==> src/rtl/stream_dispatch_scheduler.sv <==
// stream_dispatch_scheduler
// Credit-based round-robin scheduler that produces the per-packet select
// stream for the data demultiplexer. Each output stream owns a pool of
// MAX_CREDITS credits. A dispatch (select handshake) consumes one credit and a
// downstream credit_return pulse gives one back. Only streams that still have
// a free credit are offered, and the search for the next one starts just
// after the most recently granted stream.
//
// Optional feature macro: STREAM_DISPATCH_STATS_EN
//   When defined, the block adds the dispatch_count output, which holds one
//   free-running 32-bit handshake counter per stream.
`timescale 1ns/1ps

module stream_dispatch_scheduler #(
    parameter int NUM_STREAMS = 4,
    parameter int MAX_CREDITS = 8
) (
    input  logic                                                clk,
    input  logic                                                rst_n,
    input  logic                                                enable,
    output logic                                                select_valid,
    input  logic                                                select_ready,
    output logic [$clog2(NUM_STREAMS)-1:0]                      select_data,
    input  logic [NUM_STREAMS-1:0]                              credit_return,
    output logic [NUM_STREAMS*$clog2(MAX_CREDITS+1)-1:0]        credits,
    output logic                                                all_idle,
    output logic                                                credit_overflow
`ifdef STREAM_DISPATCH_STATS_EN
    ,
    output logic [NUM_STREAMS*32-1:0]                           dispatch_count
`endif
);

    localparam int PW = $clog2(NUM_STREAMS);
    localparam int CW = $clog2(MAX_CREDITS + 1);
    localparam logic [CW-1:0] CRED_MAX = CW'(MAX_CREDITS);

    localparam logic [0:0] ST_IDLE  = 1'b0;
    localparam logic [0:0] ST_OFFER = 1'b1;

    logic [0:0]             state_q, state_d;
    logic [PW-1:0]          data_d;
    logic [PW-1:0]          rr_ptr_q, rr_ptr_d;
    logic [CW-1:0]          cred_q [NUM_STREAMS];
    logic [CW-1:0]          cred_d [NUM_STREAMS];
    logic [NUM_STREAMS-1:0] dec_vec;
    logic [NUM_STREAMS-1:0] ovf_hit;
    logic [NUM_STREAMS-1:0] eligible;
    logic [NUM_STREAMS-1:0] at_max_d;
    logic [PW-1:0]          choice;
    logic [PW-1:0]          idx;
    logic                   handshake;
    logic                   any_elig;

    assign handshake    = select_valid && select_ready;
    assign select_valid = (state_q == ST_OFFER);
    assign any_elig     = |eligible;

    // Decode which stream (if any) is consuming a credit this cycle.
    // NOTE: every combinational output is given a default before any branch,
    // so no path leaves it unassigned and no latch is inferred.
    always_comb begin
        dec_vec = '0;
        for (int i = 0; i < NUM_STREAMS; i++) begin
            dec_vec[i] = handshake && (select_data == PW'(i));
        end
    end

    // Next credit count per stream: -1 on dispatch, +1 on return, saturating
    // at MAX_CREDITS. A return that arrives while the stream is already full
    // is flagged as an overflow.
    always_comb begin
        ovf_hit  = '0;
        eligible = '0;
        at_max_d = '0;
        for (int i = 0; i < NUM_STREAMS; i++) begin
            cred_d[i] = cred_q[i];
            if (credit_return[i] && !dec_vec[i]) begin
                if (cred_q[i] == CRED_MAX) begin
                    ovf_hit[i] = 1'b1;
                end else begin
                    cred_d[i] = cred_q[i] + CW'(1);
                end
            end else if (dec_vec[i] && !credit_return[i]) begin
                cred_d[i] = cred_q[i] - CW'(1);
            end
            eligible[i] = (cred_d[i] != '0);
            at_max_d[i] = (cred_d[i] == CRED_MAX);
        end
    end

    // Advance the round-robin pointer past the stream that was just granted.
    always_comb begin
        rr_ptr_d = rr_ptr_q;
        if (handshake) begin
            rr_ptr_d = (select_data == PW'(NUM_STREAMS - 1)) ? '0 : select_data + PW'(1);
        end
    end

    // Pick the first eligible stream at or above the updated pointer, wrapping
    // around. The loop runs downward so that the smallest offset is the last
    // one to write choice.
    always_comb begin
        choice = rr_ptr_d;
        idx    = '0;
        for (int k = NUM_STREAMS - 1; k >= 0; k--) begin
            idx = PW'((int'(rr_ptr_d) + k) % NUM_STREAMS);
            if (eligible[idx]) begin
                choice = idx;
            end
        end
    end

    // Offer FSM. An offer is held until it completes the handshake, and it is
    // never withdrawn. After a handshake the next choice is loaded at once,
    // which allows back-to-back grants.
    always_comb begin
        state_d = state_q;
        data_d  = select_data;
        case (state_q)
            ST_IDLE: begin
                if (enable && any_elig) begin
                    state_d = ST_OFFER;
                    data_d  = choice;
                end
            end
            ST_OFFER: begin
                if (handshake) begin
                    if (enable && any_elig) begin
                        data_d = choice;
                    end else begin
                        state_d = ST_IDLE;
                    end
                end
            end
            default: state_d = ST_IDLE;
        endcase
    end

    // State, pointer, credit pool and status flags.
    // NOTE: sequential state uses non-blocking assignments, so every flop
    // samples the values that were present before the clock edge.
    always_ff @(posedge clk) begin
        if (!rst_n) begin
            state_q         <= ST_IDLE;
            select_data     <= '0;
            rr_ptr_q        <= '0;
            all_idle        <= 1'b1;
            credit_overflow <= 1'b0;
            // NOTE: the credit array is architectural state, not storage for
            // data, so each entry is reset explicitly to a full pool.
            for (int i = 0; i < NUM_STREAMS; i++) begin
                cred_q[i] <= CRED_MAX;
            end
        end else begin
            state_q         <= state_d;
            select_data     <= data_d;
            rr_ptr_q        <= rr_ptr_d;
            all_idle        <= &at_max_d;
            credit_overflow <= credit_overflow | (|ovf_hit);
            for (int i = 0; i < NUM_STREAMS; i++) begin
                cred_q[i] <= cred_d[i];
            end
        end
    end

    // Flatten the credit pool onto the credits port, with stream 0 in the LSBs.
    always_comb begin
        credits = '0;
        for (int i = 0; i < NUM_STREAMS; i++) begin
            credits[i*CW +: CW] = cred_q[i];
        end
    end

`ifdef STREAM_DISPATCH_STATS_EN
    logic [31:0] disp_cnt [NUM_STREAMS];

    // Per-stream handshake counters. They wrap naturally at 2^32.
    always_ff @(posedge clk) begin
        if (!rst_n) begin
            for (int i = 0; i < NUM_STREAMS; i++) begin
                disp_cnt[i] <= '0;
            end
        end else begin
            for (int i = 0; i < NUM_STREAMS; i++) begin
                if (dec_vec[i]) begin
                    disp_cnt[i] <= disp_cnt[i] + 32'd1;
                end
            end
        end
    end

    // Flatten the counters onto dispatch_count, with stream 0 in the LSBs.
    always_comb begin
        dispatch_count = '0;
        for (int i = 0; i < NUM_STREAMS; i++) begin
            dispatch_count[i*32 +: 32] = disp_cnt[i];
        end
    end
`endif

endmodule

==> config.mk <==
export PLATFORM = sky130hd
export DESIGN_NAME = stream_dispatch_scheduler
export DESIGN_NICKNAME = d
export VERILOG_FILES = /design/src/rtl/stream_dispatch_scheduler.sv
export SDC_FILE = /design/constraint.sdc
export NUM_CORES = 1
export LEC_CHECK = 0
export CAP_MARGIN = 30
export CORE_MARGIN = 2
export CORE_UTILIZATION = 30
export CTS_CLUSTER_DIAMETER = 30
export DETAILED_ROUTE_END_ITERATION = 6
export SLEW_MARGIN = 20
export SYNTH_ARGS = -nofsm -noshare
export SYNTH_HDL_FRONTEND = slang
export SYNTH_SLANG_ARGS = --single-unit
==> constraint.sdc <==
create_clock -name clk -period 3.25 [get_ports clk]
set_clock_uncertainty 0.1 [all_clocks]
set_input_delay 0.4875 -clock clk [delete_from_list [all_inputs] [get_ports clk]]
set_output_delay 0.4875 -clock clk [all_outputs]
set_load 0.005 [all_outputs]
==> results of run 1 <==
==> where the power goes <==
part / total (mW) / leakage, nW / switching (mW) / internal, mW
logic: 0.692 / 0.654 / 0.345 / 0.347
registers: 0.402 / 0.188 / 0.0709 / 0.331
clock network: 0.191 / 0.0228 / 0.103 / 0.0879
==> worst register-to-register path: stages, from the launching register on <==
cell and delay [ns]:
sky130_fd_sc_hd__dfxtp_1 0.51, sky130_fd_sc_hd__inv_1 0.08, sky130_fd_sc_hd__ha_1 0.24, sky130_fd_sc_hd__and3b_1 0.23
sky130_fd_sc_hd__xnor2_1 0.12, sky130_fd_sc_hd__o311ai_0 0.60, sky130_fd_sc_hd__o2111a_1 0.34, sky130_fd_sc_hd__nand3_1 0.12
sky130_fd_sc_hd__o21a_1 0.22, sky130_fd_sc_hd__o32ai_1 0.24
==> cells in the mapped netlist, drive strengths merged (5+ instances only) <==
cell type / n / area share (%)
inv: 11 / 2.3
nand4: 6 / 3.2
o21ai: 7 / 1.9
dfxtp: 23 / 25
clkbuf: 6 / 1.2
nor3: 7 / 1.9
nor2: 16 / 3.3
a21oi: 5 / 1.4
xnor2: 10 / 4.8
nand3: 17 / 4.9
nand2: 21 / 4.3
and3: 8 / 2.7
ha: 12 / 8.2
==> state kept, by name (all words and copies together) (netlist names) <==
name and flops:
all_idle 1, cred_q 16, credit_overflow 1, rr_ptr_q 2, select_data 2, select_valid 1
==> final cells by class <==
cell class / instances / area share [%]
multi-input combinational: 181 / 56.2
sequential: 23 / 20.3
inverter: 12 / 1.99
timing repair buffer: 37 / 15.4
tap: 75 / 4.15
clock buffer: 4 / 1.99
==> per-stage QoR <==
| stage | cells | setup slack, ns | total power, mW |
|---|---|---|---|
| 2_1_floorplan | 225 | 0.691 | 0.874 |
| 3_3_place_gp | 328 | 0.220 | 1.09 |
| 3_5_place_dp | 328 | 0.178 | 1.09 |
| 4_1_cts | 332 | 0.441 | 1.29 |
| 5_1_grt | 332 | 0.0699 | 1.40 |
| 6_report | 332 | 0.374 | 1.28 |
==> final timing paths <==
check | from | end | slack, ns | cells past startpoint
worst max-delay path | cred_q[2][0] | select_data[0] | 0.37 | 9
worst min-delay path | credit_overflow | credit_overflow | 0.41 | 1
worst max register to register | cred_q[2][0] | select_data[0] | 0.37 | 9
worst min register to register | credit_overflow | credit_overflow | 0.41 | 1
==> cell families after synthesis <==
logic type      synth area share, %
buf+inv                        5.33
compound gates                 24.9
flops                          25.2
xor+xnor                       4.79
simple gates                   29.9
mux                            1.09
fa+ha+maj                      8.82
==> per-layer routing <==
layer	share of wire, %	up-vias	wire length, um
met5	0	-	0
met4	0.44	0	20
met3	3.2	4	145
met2	48	42	2190
met1	49	837	2230
li1	-	920	-
==> impl_metrics.sql, run 1 <==
INSERT INTO impl_metrics (metric_group, metric, value, unit) VALUES
('route', 'drt-total-wl', '4590', 'um'),
('clocking', 'cts_root_buffer', 'sky130_fd_sc_hd__clkbuf_8', ''),
('layout', 'layout.nets', '278', ''),
('floorplan', 'design.portCount', '29', ''),
('sta', 'worst_hold_slack', '0.406', 'ns'),
('clocking', 'cts-buffers-inserted', '3', ''),
('floorplan', 'die_x', '82.1', 'um'),
('worst_setup_path', 'critical_path_required', '3.32', 'ns'),
('global_route', 'use_met1', '20.4', '%'),
('sta', 'tns', '0', 'ns'),
('global_route', 'track_usage', '14.7', '%'),
('global_route', 'grt_max_degree', '18', ''),
('synthesis', 'synth-edff-count', '0', ''),
('synthesis', 'synth_cell_types', '58', ''),
('place', 'gp_routability_congestion', '0.917', ''),
('synthesis', 'synthesis.instances', '225', ''),
('min_path', 'worst_hold_path_type', 'flip-flop to flip-flop', ''),
('layout', 'regArea', '460', 'um^2'),
('layout', 'fin_area', '2260', 'um^2'),
('global_route', 'first_global_vias', '1685', ''),
('global_route', 'globalRoute.busiestLayer', 'met2', ''),
('layout', 'antenna_cells', '0', ''),
('global_route', 'antenna_found_initial', '0', ''),
('worst_setup_path', 'critical_path.startpoint_type', 'flip-flop', ''),
('worst_setup_path', 'worst_path_arrival_time', '2.95', 'ns'),
('power_and_ir_drop', 'power_density', '568', 'nW/um^2'),
('sta', 'hold_viol_final', '0', ''),
('floorplan', 'design.die.area', '6740', 'um^2'),
('route', 'viasPerCell', '5.43', ''),
('worst_setup_path', 'worst_path_max_delay_cell', 'sky130_fd_sc_hd__o311ai_0', ''),
('clocking', 'cts_resized', '0', ''),
('route', 'route.antenna.remaining_nets', '0', ''),
('worst_setup_path', 'timing.critical_path.slowest_cell_delay', '0.60', 'ns'),
('clocking', 'postCtsHoldBufs', '0', ''),
('clocking', 'cts_tree', 'built', ''),
('route', 'detail_route.drc_violations', '0', ''),
('layout', 'multiInputGateArea', '1270', 'um^2'),
('worst_setup_path', 'worstPathBufferInverterCount', '1', ''),
('global_route', 'grtUsageMet3', '1.98', '%'),
('clocking', 'cts_max_path_buffers', '2', ''),
('global_route', 'globalRoute.totalOverflow', '0', ''),
('place', 'placed_area', '2220', 'um^2'),
('clocking', 'htreeDepth', '1', ''),
('route', 'first_pass_iters', '4', ''),
('worst_setup_path', 'crit_family', 'compound AO/OA/AOI/OAI gates', ''),
('layout', 'postLayoutCoreUtil', '38.2', '%'),
('flow_run', 'drv_cap', '0', ''),
('clocking', 'post-cts-setup-buffers', '0', ''),
('route', 'routed_length_per_placed_instance', '13.8', 'um'),
('floorplan', 'core_area', '5920', 'um^2'),
('sta', 'worstMarginPinSlew', '0.692', 'ns'),
('synthesis', 'ys_dominant_reg_cell', 'sky130_fd_sc_hd__dfxtp_1', ''),
('status', 'status', 'finished clean', ''),
('synthesis', 'synth.net_count', '245', ''),
('worst_setup_path', 'critical_path.cell_chain', 'inv_1 -> ha_1 -> and3b_1 -> xnor2_1 -> o311ai_0 -> o2111a_1 -> nand3_1 -> o21a_1 -> o32ai_1', ''),
('synthesis', 'area_of_the_mapped_netlist', '1830', 'um^2'),
('layout', 'final_cell_mix', '28 x sky130_fd_sc_hd__clkdlybuf4s50_1, 23 x sky130_fd_sc_hd__dfxtp_1, 21 x sky130_fd_sc_hd__nand2_1, 16 x sky130_fd_sc_hd__nor2_1, 16 x sky130_fd_sc_hd__nand3_1', ''),
('sta', 'period_needed', '2.88', 'ns'),
('synthesis', 'synth.yosys.warnings', '0', ''),
('sta', 'setup_viols_final', '0', ''),
('clocking', 'clock_latency', '0.27', 'ns'),
('floorplan', 'floorplan.rows', '28', ''),
('synthesis', 'async_flop_share', '0', '%'),
('place', 'io_buffers', '28', ''),
('synthesis', 'ys_ff_latch', '23', ''),
('global_route', 'grt_first_pass_wirelength', '7920', 'um'),
('power_and_ir_drop', 'power.ir.vdd_worst', '236', 'uV'),
('global_route', 'grt_util_met2', '24.3', '%'),
('floorplan', 'initial_core_util', '30.9', '%'),
('layout', 'final_common_cell', 'sky130_fd_sc_hd__clkdlybuf4s50_1', ''),
('worst_setup_path', 'crit_fanout', '8', '');
No activity file was read; power rests on OpenSTA's default activity.
==> inputs of run 2 (changes only) <==
- CTS_BUF_LIST: not set -> sky130_fd_sc_hd__clkbuf_16
==> run 2 against run 1 <==
Against the previous run:
- global-route usage about the same
- sequential share of layout area decreased by 0.30 points
- sequential cell count unchanged
- clock-buffer cell count decreased by 1
- combinational power about the same
- clock power increased by 45%
- worst hold slack got worse by 0.0064 ns
- non-clock buffer count unchanged
- critical path type unchanged
==> impl_metrics.sql, run 2 (same netlist as run 1, synthesis figures left out) <==
INSERT INTO impl_metrics (metric_group, metric, value, unit) VALUES
('clocking', 'cts-buffers-inserted', '3', ''),
('power_and_ir_drop', 'combinationalPowerShare', '50.5', '%'),
('sta', 'hold_viol_final', '0', ''),
('sta', 'max_slew_headroom', '54.1', '%'),
('min_path', 'worst_hold_path_type', 'flip-flop to flip-flop', ''),
('place', 'io_buffers', '28', ''),
('floorplan', 'initial_core_util', '30.9', '%'),
('worst_setup_path', 'endpoint_kind', 'flip-flop', ''),
('route', 'viasPerCell', '5.47', ''),
('worst_setup_path', 'critical_path.startpoint_type', 'flip-flop', ''),
('layout', 'layout.nets', '278', ''),
('route', 'routed_length_per_placed_instance', '13.8', 'um'),
('route', 'dr_wl_met2', '2160', 'um'),
('global_route', 'globalRoute.totalOverflow', '0', ''),
('clocking', 'clkTransAtPathRegs', '0.06', 'ns'),
('place', 'gp_routability_congestion', '0.917', ''),
('route', 'detail_route.wirelength.met1', '2210', 'um'),
('layout', 'syn2layout_area_growth', '25.6', '%'),
('worst_setup_path', 'crit_fanout', '8', ''),
('route', 'first_iter_violations', '120', ''),
('clocking', 'clkSinkCount', '23', ''),
('clocking', 'cts_root_buffer', 'sky130_fd_sc_hd__clkbuf_16', ''),
('global_route', 'first_global_vias', '1681', ''),
('route', 'vias', '1816', ''),
('layout', 'register_name_with_the_most_flops', 'cred_q', ''),
('layout', 'final_common_cell', 'sky130_fd_sc_hd__clkdlybuf4s50_1', ''),
('power_and_ir_drop', 'power.ir.vdd_worst', '251', 'uV'),
('place', 'placed_cells_incl_taps', '328', ''),
('layout', 'reg_top3', 'cred_q x16, rr_ptr_q x2, select_data x2', ''),
('layout', 'largest_register_ff_count', '16', ''),
('sta', 'rsz0062_at_grt', 'false', ''),
('sta', 'worst_hold_slack', '0.400', 'ns'),
('route', 'detail_route.drc_violations', '0', ''),
('global_route', 'grt_first_pass_wirelength', '7940', 'um'),
('worst_setup_path', 'timing.setup.critical_path_class', 'flip-flop to flip-flop', ''),
('worst_setup_path', 'worst_path_arrival_time', '2.92', 'ns'),
('sta', 'tns', '0', 'ns'),
('global_route', 'grt_max_degree', '18', ''),
('route', 'route.antenna.remaining_nets', '0', ''),
('layout', 'postLayoutCoreUtil', '38.8', '%'),
('floorplan', 'design.die.area', '6740', 'um^2'),
('sta', 'period_needed', '2.86', 'ns'),
('layout', 'finalNonFillerCells', '332', ''),
('power_and_ir_drop', 'switchingPower', '0.527', 'mW'),
('global_route', 'antenna_found_initial', '0', ''),
('power_and_ir_drop', 'power_frac_clock', '20.1', '%'),
('clocking', 'cts_resized', '0', ''),
('clocking', 'post-cts-setup-buffers', '0', ''),
('power_and_ir_drop', 'p_int', '0.843', 'mW'),
('global_route', 'track_usage', '14.7', '%'),
('power_and_ir_drop', 'power_density', '596', 'nW/um^2'),
('layout', 'layout-drive-gt1-share', '8.17', '%'),
('route', 'first_pass_iters', '4', ''),
('sta', 'worstMarginPinSlew', '0.680', 'ns'),
('power_and_ir_drop', 'p_total', '1.37', 'mW'),
('sta', 'fin_crit_sh', '88.1', '%'),
('power_and_ir_drop', 'power.leakage', '0.884', 'nW'),
('layout', 'antenna_cells', '0', ''),
('clocking', 'cts_tree', 'built', ''),
('clocking', 'cts_max_path_buffers', '2', ''),
('power_and_ir_drop', 'power_switching_share', '38.5', '%'),
('floorplan', 'die_x', '82.1', 'um'),
('flow_run', 'drv_cap', '0', ''),
('sta', 'setup_viols_final', '0', ''),
('route', 'drt-total-wl', '4600', 'um'),
('route', 'wl_met3', '197', 'um'),
('floorplan', 'core_area', '5920', 'um^2'),
('floorplan', 'floorplan.rows', '28', ''),
('clocking', 'postCtsHoldBufs', '0', ''),
('power_and_ir_drop', 'sequential_share_of_power', '29.3', '%'),
('sta', 'fmax', '349', 'MHz'),
('floorplan', 'chipHeight', '82.1', 'um'),
('status', 'status', 'finished clean', ''),
('sta', 'final_count_of_pins_violating_max_slew', '0', ''),
('place', 'dp.final_hpwl', '3460', 'um'),
('floorplan', 'design.portCount', '29', ''),
('clocking', 'clock_latency', '0.26', 'ns'),
('worst_setup_path', 'critical_path_required', '3.31', 'ns'),
('clocking', 'htreeDepth', '1', ''),
('layout', 'final_cell_mix', '28 x sky130_fd_sc_hd__clkdlybuf4s50_1, 23 x sky130_fd_sc_hd__dfxtp_1, 21 x sky130_fd_sc_hd__nand2_1, 16 x sky130_fd_sc_hd__nor2_1, 16 x sky130_fd_sc_hd__nand3_1', ''),
('route', 'highest_layer', 'met4', '');
-- run 2: cell count changes in the layout (fill, tap and decap cells not counted), sizes merged --
cell / change
clkbuf: -1
inv: +1
-- run 2: critical path: stages (launching register included) --
cell	delay [ns]
sky130_fd_sc_hd__dfxtp_1	0.49
sky130_fd_sc_hd__inv_1	0.08
sky130_fd_sc_hd__ha_1	0.24
sky130_fd_sc_hd__and3b_1	0.22
sky130_fd_sc_hd__xnor2_1	0.12
sky130_fd_sc_hd__o311ai_0	0.59
sky130_fd_sc_hd__o2111a_1	0.34
sky130_fd_sc_hd__nand3_1	0.12
sky130_fd_sc_hd__o21a_1	0.22
sky130_fd_sc_hd__o32ai_1	0.24
-- run 2: per-stage QoR --
step,instance area (um^2),worst slack (ns)
after floorplan,1830,0.691
after global placement,2220,0.220
after detailed placement,2220,0.178
after CTS,2300,0.435
after global routing,2300,0.0741
final,2300,0.388
-- run 2: cell type report --
cell class | instances | area (um^2)
Sequential cell | 23 | 460
Timing Repair Buffer | 37 | 348
Fill cell | 592 | 3620
Clock buffer | 3 | 75.1
Multi-Input combinational cell | 181 | 1270
Tap cell | 75 | 93.8
Clock inverter | 1 | 3.75
Inverter | 12 | 45.0
-- run 2: per-layer routing --
| metal | vias to the layer above | track usage [%] |
|---|---|---|
| met5 | - | 0 |
| met4 | 0 | 2.83 |
| met3 | 4 | 1.98 |
| met2 | 49 | 24.5 |
| met1 | 840 | 20.3 |
| li1 | 923 | - |
-- run 2: path summary, 6_finish.rpt --
path / from / endpoint / slack [ns] / cells past startpoint
setup / recovery: cred_q[2][0] / select_data[0] / 0.39 / 9
hold / removal: credit_overflow / credit_overflow / 0.40 / 1
setup reg to reg: cred_q[2][0] / select_data[0] / 0.39 / 9
hold reg to reg: credit_overflow / credit_overflow / 0.40 / 1
-- run 2: power by group through the flow --
stage / clock, mW / sequential [mW] / combinational [mW]
after CTS: 0.283 / 0.403 / 0.689
final: 0.276 / 0.402 / 0.692
after detailed placement: 0 / 0.409 / 0.682
after global routing: 0.291 / 0.414 / 0.778
after global placement: 0 / 0.409 / 0.681
after floorplan: 0 / 0.397 / 0.477
